[src/rtl/tlul_pkg.sv]
// tlul_pkg: TL-UL channel structs and opcode enums shared by host and device
package tlul_pkg;
  typedef enum logic [2:0] {
    PutFullData    = 3'h0,
    PutPartialData = 3'h1,
    ArithmeticData = 3'h2,
    LogicalData    = 3'h3,
    Get            = 3'h4,
    Intent         = 3'h5
  } tl_a_op_e;
  typedef enum logic [2:0] {
    AccessAck     = 3'h0,
    AccessAckData = 3'h1
  } tl_d_op_e;
  typedef struct packed {
    logic        a_valid;
    tl_a_op_e    a_opcode;
    logic [2:0]  a_param;
    logic [1:0]  a_size;
    logic [7:0]  a_source;
    logic [31:0] a_address;
    logic [3:0]  a_mask;
    logic [31:0] a_data;
    logic        d_ready;
  } tl_h2d_t;
  typedef struct packed {
    logic        d_valid;
    tl_d_op_e    d_opcode;
    logic [2:0]  d_param;
    logic [1:0]  d_size;
    logic [7:0]  d_source;
    logic [0:0]  d_sink;
    logic [31:0] d_data;
    logic        d_error;
    logic        a_ready;
  } tl_d2h_t;
endpackage

[src/rtl/tlul_rsp_fifo.sv]
// tlul_rsp_fifo: in-order response queue with separate full and empty flags
module tlul_rsp_fifo #(
  parameter int Depth = 4,
  parameter int Width = 32
) (
  input  logic             clk_i,
  input  logic             rst_ni,
  input  logic             wvalid,
  input  logic [Width-1:0] wdata,
  input  logic             rready,
  output logic [Width-1:0] rdata,
  output logic             full,
  output logic             empty
);
  localparam int Pw = Depth > 1 ? $clog2(Depth) : 1;
  localparam int Cw = $clog2(Depth + 1);
  logic [Width-1:0] mem [Depth];
  logic [Pw-1:0] wptr, rptr;
  logic [Cw-1:0] count;
  logic push, pop;
  assign full  = count == Cw'(Depth);
  assign empty = count == '0;
  assign push  = wvalid & ~full;
  assign pop   = rready & ~empty;
  assign rdata = mem[rptr];
  // pointer and occupancy bookkeeping, cleared by reset
  always_ff @(posedge clk_i) begin
    if (!rst_ni) begin
      wptr  <= '0;
      rptr  <= '0;
      count <= '0;
    end else begin
      if (push) wptr <= (wptr == Pw'(Depth - 1)) ? '0 : wptr + Pw'(1);
      if (pop) rptr <= (rptr == Pw'(Depth - 1)) ? '0 : rptr + Pw'(1);
      count <= count + Cw'(push) - Cw'(pop);
    end
  end
  // storage needs no reset; only entries behind valid pointers are read
  always_ff @(posedge clk_i) begin
    if (push) mem[wptr] <= wdata;
  end
endmodule

[src/rtl/tlul_sram_device.sv]
// tlul_sram_device: TL-UL device adapter driving a single-port SRAM with 1-cycle read latency
module tlul_sram_device
  import tlul_pkg::*;
#(
  parameter int SramAw      = 12,
  parameter int Outstanding = 4
) (
  input  logic              clk_i,
  input  logic              rst_ni,
  input  tl_h2d_t           tl_i,
  output tl_d2h_t           tl_o,
  output logic              req_o,
  output logic              we_o,
  output logic [SramAw-1:0] addr_o,
  output logic [31:0]       wdata_o,
  output logic [31:0]       wmask_o,
  input  logic [31:0]       rdata_i
);
  typedef struct packed {
    logic        get;
    logic [7:0]  source;
    logic [1:0]  size;
    logic        err;
    logic [31:0] data;
  } rsp_t;
  localparam int Cw = $clog2(Outstanding + 1);
  logic [Cw-1:0] cnt;
  logic a_ready, a_hs, d_hs, a_err, op_ok, align_ok, addr_ok;
  logic p_valid, p_get, p_err;
  logic [7:0] p_source;
  logic [1:0] p_size;
  rsp_t wr_rsp, rd_rsp;
  logic full, empty;
  logic unused_param;
  assign unused_param = ^{tl_i.a_param, full};
  assign a_ready = cnt < Cw'(Outstanding);
  assign a_hs    = tl_i.a_valid & a_ready;
  assign d_hs    = ~empty & tl_i.d_ready;
  // request decode: error screening and SRAM strobes in the accept cycle
  always_comb begin
    op_ok    = tl_i.a_opcode inside {Get, PutFullData, PutPartialData};
    align_ok = (tl_i.a_size == 2'd0) | (tl_i.a_size == 2'd1 & ~tl_i.a_address[0]) |
               (tl_i.a_size == 2'd2 & tl_i.a_address[1:0] == 2'b00);
    addr_ok  = tl_i.a_address[31:SramAw+2] == '0;
    a_err    = ~op_ok | ~align_ok | ~addr_ok;
    req_o    = a_hs & ~a_err;
    we_o     = req_o & (tl_i.a_opcode != Get);
    addr_o   = tl_i.a_address[SramAw+1:2];
    wdata_o  = tl_i.a_data;
    wmask_o  = {{8{tl_i.a_mask[3]}}, {8{tl_i.a_mask[2]}}, {8{tl_i.a_mask[1]}}, {8{tl_i.a_mask[0]}}};
  end
  // outstanding count covers the pipeline stage plus everything queued for D
  always_ff @(posedge clk_i) begin
    if (!rst_ni) cnt <= '0;
    else cnt <= cnt + Cw'(a_hs) - Cw'(d_hs);
  end
  // one-stage pipeline aligning request metadata with SRAM read data
  always_ff @(posedge clk_i) begin
    if (!rst_ni) begin
      p_valid  <= 1'b0;
      p_get    <= 1'b0;
      p_err    <= 1'b0;
      p_source <= '0;
      p_size   <= '0;
    end else begin
      p_valid  <= a_hs;
      p_get    <= tl_i.a_opcode == Get;
      p_err    <= a_err;
      p_source <= tl_i.a_source;
      p_size   <= tl_i.a_size;
    end
  end
  // response entry: read data for good Gets, all-ones for failed Gets, zero for writes
  always_comb begin
    wr_rsp = '{get: p_get, source: p_source, size: p_size, err: p_err,
               data: p_get ? (p_err ? 32'hFFFF_FFFF : rdata_i) : 32'h0};
  end
  tlul_rsp_fifo #(.Depth(Outstanding), .Width($bits(rsp_t))) u_rsp_fifo (
    .clk_i (clk_i),
    .rst_ni(rst_ni),
    .wvalid(p_valid),
    .wdata (wr_rsp),
    .rready(tl_i.d_ready),
    .rdata (rd_rsp),
    .full  (full),
    .empty (empty)
  );
  // D channel presents the FIFO head, so it holds while stalled
  always_comb begin
    tl_o          = '0;
    tl_o.d_valid  = ~empty;
    tl_o.d_opcode = rd_rsp.get ? AccessAckData : AccessAck;
    tl_o.d_size   = rd_rsp.size;
    tl_o.d_source = rd_rsp.source;
    tl_o.d_data   = rd_rsp.data;
    tl_o.d_error  = rd_rsp.err;
    tl_o.a_ready  = a_ready;
  end
endmodule

[config.mk]
export PLATFORM = sky130hd
export DESIGN_NAME = tlul_sram_device
export DESIGN_NICKNAME = d
export VERILOG_FILES = /design/src/rtl/tlul_pkg.sv /design/src/rtl/tlul_rsp_fifo.sv /design/src/rtl/tlul_sram_device.sv
export SDC_FILE = /design/constraint.sdc
export NUM_CORES = 1
export LEC_CHECK = 0
export ABC_AREA = 0
export CORE_UTILIZATION = 30
export DETAILED_ROUTE_END_ITERATION = 10
export GPL_TIMING_DRIVEN = 0
export PLACE_DENSITY_LB_ADDON = 0.15
export SYNTH_ARGS = -nofsm -noshare
export SYNTH_HDL_FRONTEND = slang
export SYNTH_HIERARCHICAL = 1
export SYNTH_SLANG_ARGS = --single-unit
export TNS_END_PERCENT = 50
[constraint.sdc]
create_clock -name clk_i -period 3.4 [get_ports clk_i]
set_input_delay 0.85 -clock clk_i [delete_from_list [all_inputs] [get_ports clk_i]]
set_output_delay 0.85 -clock clk_i [all_outputs]
set_load 0.05 [all_outputs]
==> impl_summary.log <==
[metrics] DRC violations left: 0
[metrics] pre-CTS setup slack: -0.462 ns
[metrics] predominant post-synthesis flop cell: sky130_fd_sc_hd__edfxtp_1
[metrics] overall power after layout: 7.66 mW
[metrics] net switching power of the design: 2.41 mW
[metrics] routed via count divided by cell count: 4.30
[metrics] initial drt markers: 232
[metrics] status: complete, no violations
[metrics] maximum number of buffers from clock root to sink: 3
[metrics] number of levels the H-tree was split into: 1
[metrics] Period Utilization, post-route: 96.8%
[metrics] clock root buffer: sky130_fd_sc_hd__clkbuf_16
[metrics] buffers inserted by post-CTS timing repair: 0
[metrics] clk_lat worst skew: 0.48 ns
[metrics] leakage power summed over all cells: 4.22 nW
[metrics] path class of the lowest-slack min-delay path: reg -> reg
[metrics] gate count after technology mapping: 466
[metrics] clock network power share: 29.6%
[metrics] data arrival time of the critical path: 2.44 ns
[metrics] Final Slew Violations: 0
[metrics] Pint: 5.24 mW
[metrics] DPL Wire Length: 12500 µm
[metrics] share of the synthesized area in the top cell type: 62.8%
[metrics] largest net degree at the start of global routing: 30
[metrics] RSZ-0062 raised after global routing: false
[metrics] CTS sink count: 201
[metrics] combinational share of power: 32.7%
[metrics] overall routing resource usage: 12.8%
[metrics] maximum net fanout on the critical path: 2
[metrics] CP Data Required Time: 2.55 ns
[metrics] Setup crit start kind: primary input
[metrics] net count reported at finish: 821
[metrics] post-synth cell types: 36
[metrics] clock slew at the register clock pins of the worst setup and hold paths: 0.06 ns
[metrics] register bit total from synthesis: 201
[metrics] initial antenna violation count: 0
[metrics] highest achievable clock rate: 304 MHz
[metrics] area of the core: 27300 µm²
[metrics] register cell area after layout: 5790 µm²
[metrics] area used by multi-input combinational logic: 1830 µm²
[metrics] minimum hold slack: 0.474 ns
[metrics] Final ANT Viol Nets: 0
[metrics] most area-hungry cell type in the Yosys netlist: sky130_fd_sc_hd__edfxtp_1
[metrics] setup TNS: 0 ns
[metrics] top cells by count, synth: 176 x sky130_fd_sc_hd__edfxtp_1, 83 x sky130_fd_sc_hd__buf_4, 40 x sky130_fd_sc_hd__mux4_2, 32 x sky130_fd_sc_hd__o21a_1, 25 x sky130_fd_sc_hd__dfxtp_1
[metrics] switching part of the total: 31.5%
[metrics] Ports: 250
[metrics] share of post-route cells with drive strength above 1: 25.7%
[metrics] Placed Instance Area: 10900 µm²
[metrics] die extent in x: 169 µm
[metrics] Detailed Routing Iterations Pass 1: 4
[metrics] Tmin final: 3.29 ns
[metrics] number of hold-slack violations in the final timing report: 0
[metrics] slew at the pin closest to its max-slew limit: 0.645 ns
[metrics] post-placement cell count: 1039
[metrics] Syn-to-layout area delta: 38.4%
[metrics] Max-Cap Viols: 0
[metrics] post-DR wirelength/cell: 17.0 µm
[metrics] Mapped Avg Cell Area: 18.1 µm²
[metrics] vias after detailed routing: 4625
[metrics] relative slew slack: 57.0%
[metrics] Final GP Congestion: 0.779
[metrics] Die Outline Area: 28700 µm²
[metrics] critical path type: in -> out
[metrics] final core occ: 42.7%
[metrics] number of core rows: 60
[metrics] number of clock buffers inserted by TritonCTS: 21
[metrics] Finish-stage setup viols: 0
[metrics] maximum vdd ir drop: 331 µV
[metrics] Non-Filler Instances: 1076
[metrics] final-layout fill cell count: 2422
[metrics] setup ws final: 0.108 ns
[metrics] PwrDens: 658 nW/µm²
[metrics] yosys synthesis warning count: 6
[metrics] Worst Setup End Kind: primary output
[metrics] post-cts resize count: 11
[metrics] count of hold-fix buffers inserted at cts: 0
[metrics] final clock skew: 0.00547 ns
[metrics] DIE HEIGHT: 169 µm
[metrics] number of flops mapped to enable cells by yosys: 176
[metrics] sequential cell fraction of total power: 37.7%
[metrics] sequential area share after synthesis: 68.8%
[metrics] clock tree from TritonCTS: built
[metrics] initial core utilization: 30.9%
[metrics] Port-buffer cells: 192
[metrics] final WL: 18300 µm
[metrics] Synth Cell Area: 8410 µm²
[metrics] global route total overflow: 0
[metrics] wire length of the first global-routing pass: 27900 µm
[metrics] number of global-route vias before repair: 5097
[metrics] leading cell type by number of instances after synthesis: sky130_fd_sc_hd__edfxtp_1
[metrics] Async SR Flop Fraction: 0%
[metrics] final standard cell area without fillers: 11600 µm²
[metrics] largest cells by area after synthesis: sky130_fd_sc_hd__edfxtp_1 63%, sky130_fd_sc_hd__mux4_2 11%, sky130_fd_sc_hd__buf_4 7.4%, sky130_fd_sc_hd__dfxtp_1 5.9%, sky130_fd_sc_hd__o21a_1 2.9%
==> critical path: stages <==
cell                              delay (ns)
sky130_fd_sc_hd__clkdlybuf4s50_1        0.45
sky130_fd_sc_hd__nor4_4                 0.33
sky130_fd_sc_hd__nand3_2                0.13
sky130_fd_sc_hd__a2111oi_2              0.36
sky130_fd_sc_hd__buf_2                  0.32
==> state kept, by name, summed over array words and instances, names as in the netlist, named ones only <==
signal / count
u_rsp_fifo/wptr: 2
u_rsp_fifo/count: 3
u_rsp_fifo/mem: 176
p_source: 8
p_err: 1
p_size: 2
cnt: 3
p_valid: 1
u_rsp_fifo/rptr: 2
p_get: 1
==> cells by family (layout without fill, tap and decap cells) <==
group | after synthesis | after routing | synth area share (%)
mux | 46 | 46 | 12.2
other cells | 1 | 7 | 0.0446
compound gates | 38 | 38 | 3.41
flops | 201 | 201 | 68.8
simple gates | 50 | 50 | 3.58
xor+xnor | 4 | 4 | 0.416
buf+inv | 115 | 347 | 9.78
fa+ha+maj | 11 | 11 | 1.81
==> cell usage in the layout, fill, tap and decap left out, types with 3 or more instances in the layout <==
cell type                         count
sky130_fd_sc_hd__buf_2                7
sky130_fd_sc_hd__dfxtp_1             25
sky130_fd_sc_hd__nor2_1               4
sky130_fd_sc_hd__o21a_1              32
sky130_fd_sc_hd__mux4_1               4
sky130_fd_sc_hd__clkbuf_16           21
sky130_fd_sc_hd__clkbuf_1            11
sky130_fd_sc_hd__clkdlybuf4s50_1    170
sky130_fd_sc_hd__nor3_1               4
sky130_fd_sc_hd__xnor2_1              3
sky130_fd_sc_hd__clkbuf_8             5
sky130_fd_sc_hd__clkinvlp_4           3
sky130_fd_sc_hd__buf_4               83
sky130_fd_sc_hd__edfxtp_1           176
sky130_fd_sc_hd__nand2_1              8
sky130_fd_sc_hd__nor4_1               3
sky130_fd_sc_hd__mux4_2              40
sky130_fd_sc_hd__ha_1                 9
sky130_fd_sc_hd__conb_1               6
sky130_fd_sc_hd__inv_1               13
sky130_fd_sc_hd__and2_2               4
sky130_fd_sc_hd__and2_1              17
sky130_fd_sc_hd__buf_12               8
sky130_fd_sc_hd__dlymetal6s2s_1      19
==> metal layers <==
metal	vias to the layer above	routed length [µm]	GRT usage, %
met3	20	1400	3.52
li1	2134	-	-
met1	2278	7330	15.3
met5	-	0	0
met2	193	9250	22.8
met4	0	289	3.29
==> path summary, 6_finish.rpt <==
path	from	to	slack [ns]	cells after the start
worst max-delay path	tl_i[51]	we_o	0.11	5
worst min-delay path	p_source[5]$_SDFF_PN0_	u_rsp_fifo/mem[2][40]$_DFFE_PP_	0.47	0
worst max register to register	u_rsp_fifo/count[1]$_SDFF_PN0_	u_rsp_fifo/count[2]$_SDFF_PN0_	1.15	8
worst min register to register	p_source[5]$_SDFF_PN0_	u_rsp_fifo/mem[2][40]$_DFFE_PP_	0.47	0
==> cell type report <==
type / count / area share [%]
sequential: 201 / 49.7
timing repair buffer: 196 / 17.5
multi-input combinational: 155 / 15.7
buffer: 102 / 6.65
clock buffer: 29 / 5.20
tap: 372 / 4.00
clock inverter: 7 / 0.795
inverter: 13 / 0.419
antenna: 1 / 0.0215
==> power by group through the flow <==
| stage | Clock (mW) | Combinational (mW) | Sequential, mW |
|---|---|---|---|
| 2_1_floorplan | 0 | 1.78 | 2.92 |
| 3_3_place_gp | 0 | 2.53 | 2.94 |
| 3_5_place_dp | 0 | 2.56 | 2.94 |
| 4_1_cts | 2.36 | 2.57 | 2.89 |
| 5_1_grt | 2.46 | 2.65 | 2.90 |
| 6_report | 2.27 | 2.50 | 2.89 |
Note: power is estimated with default switching activity, not from simulation.
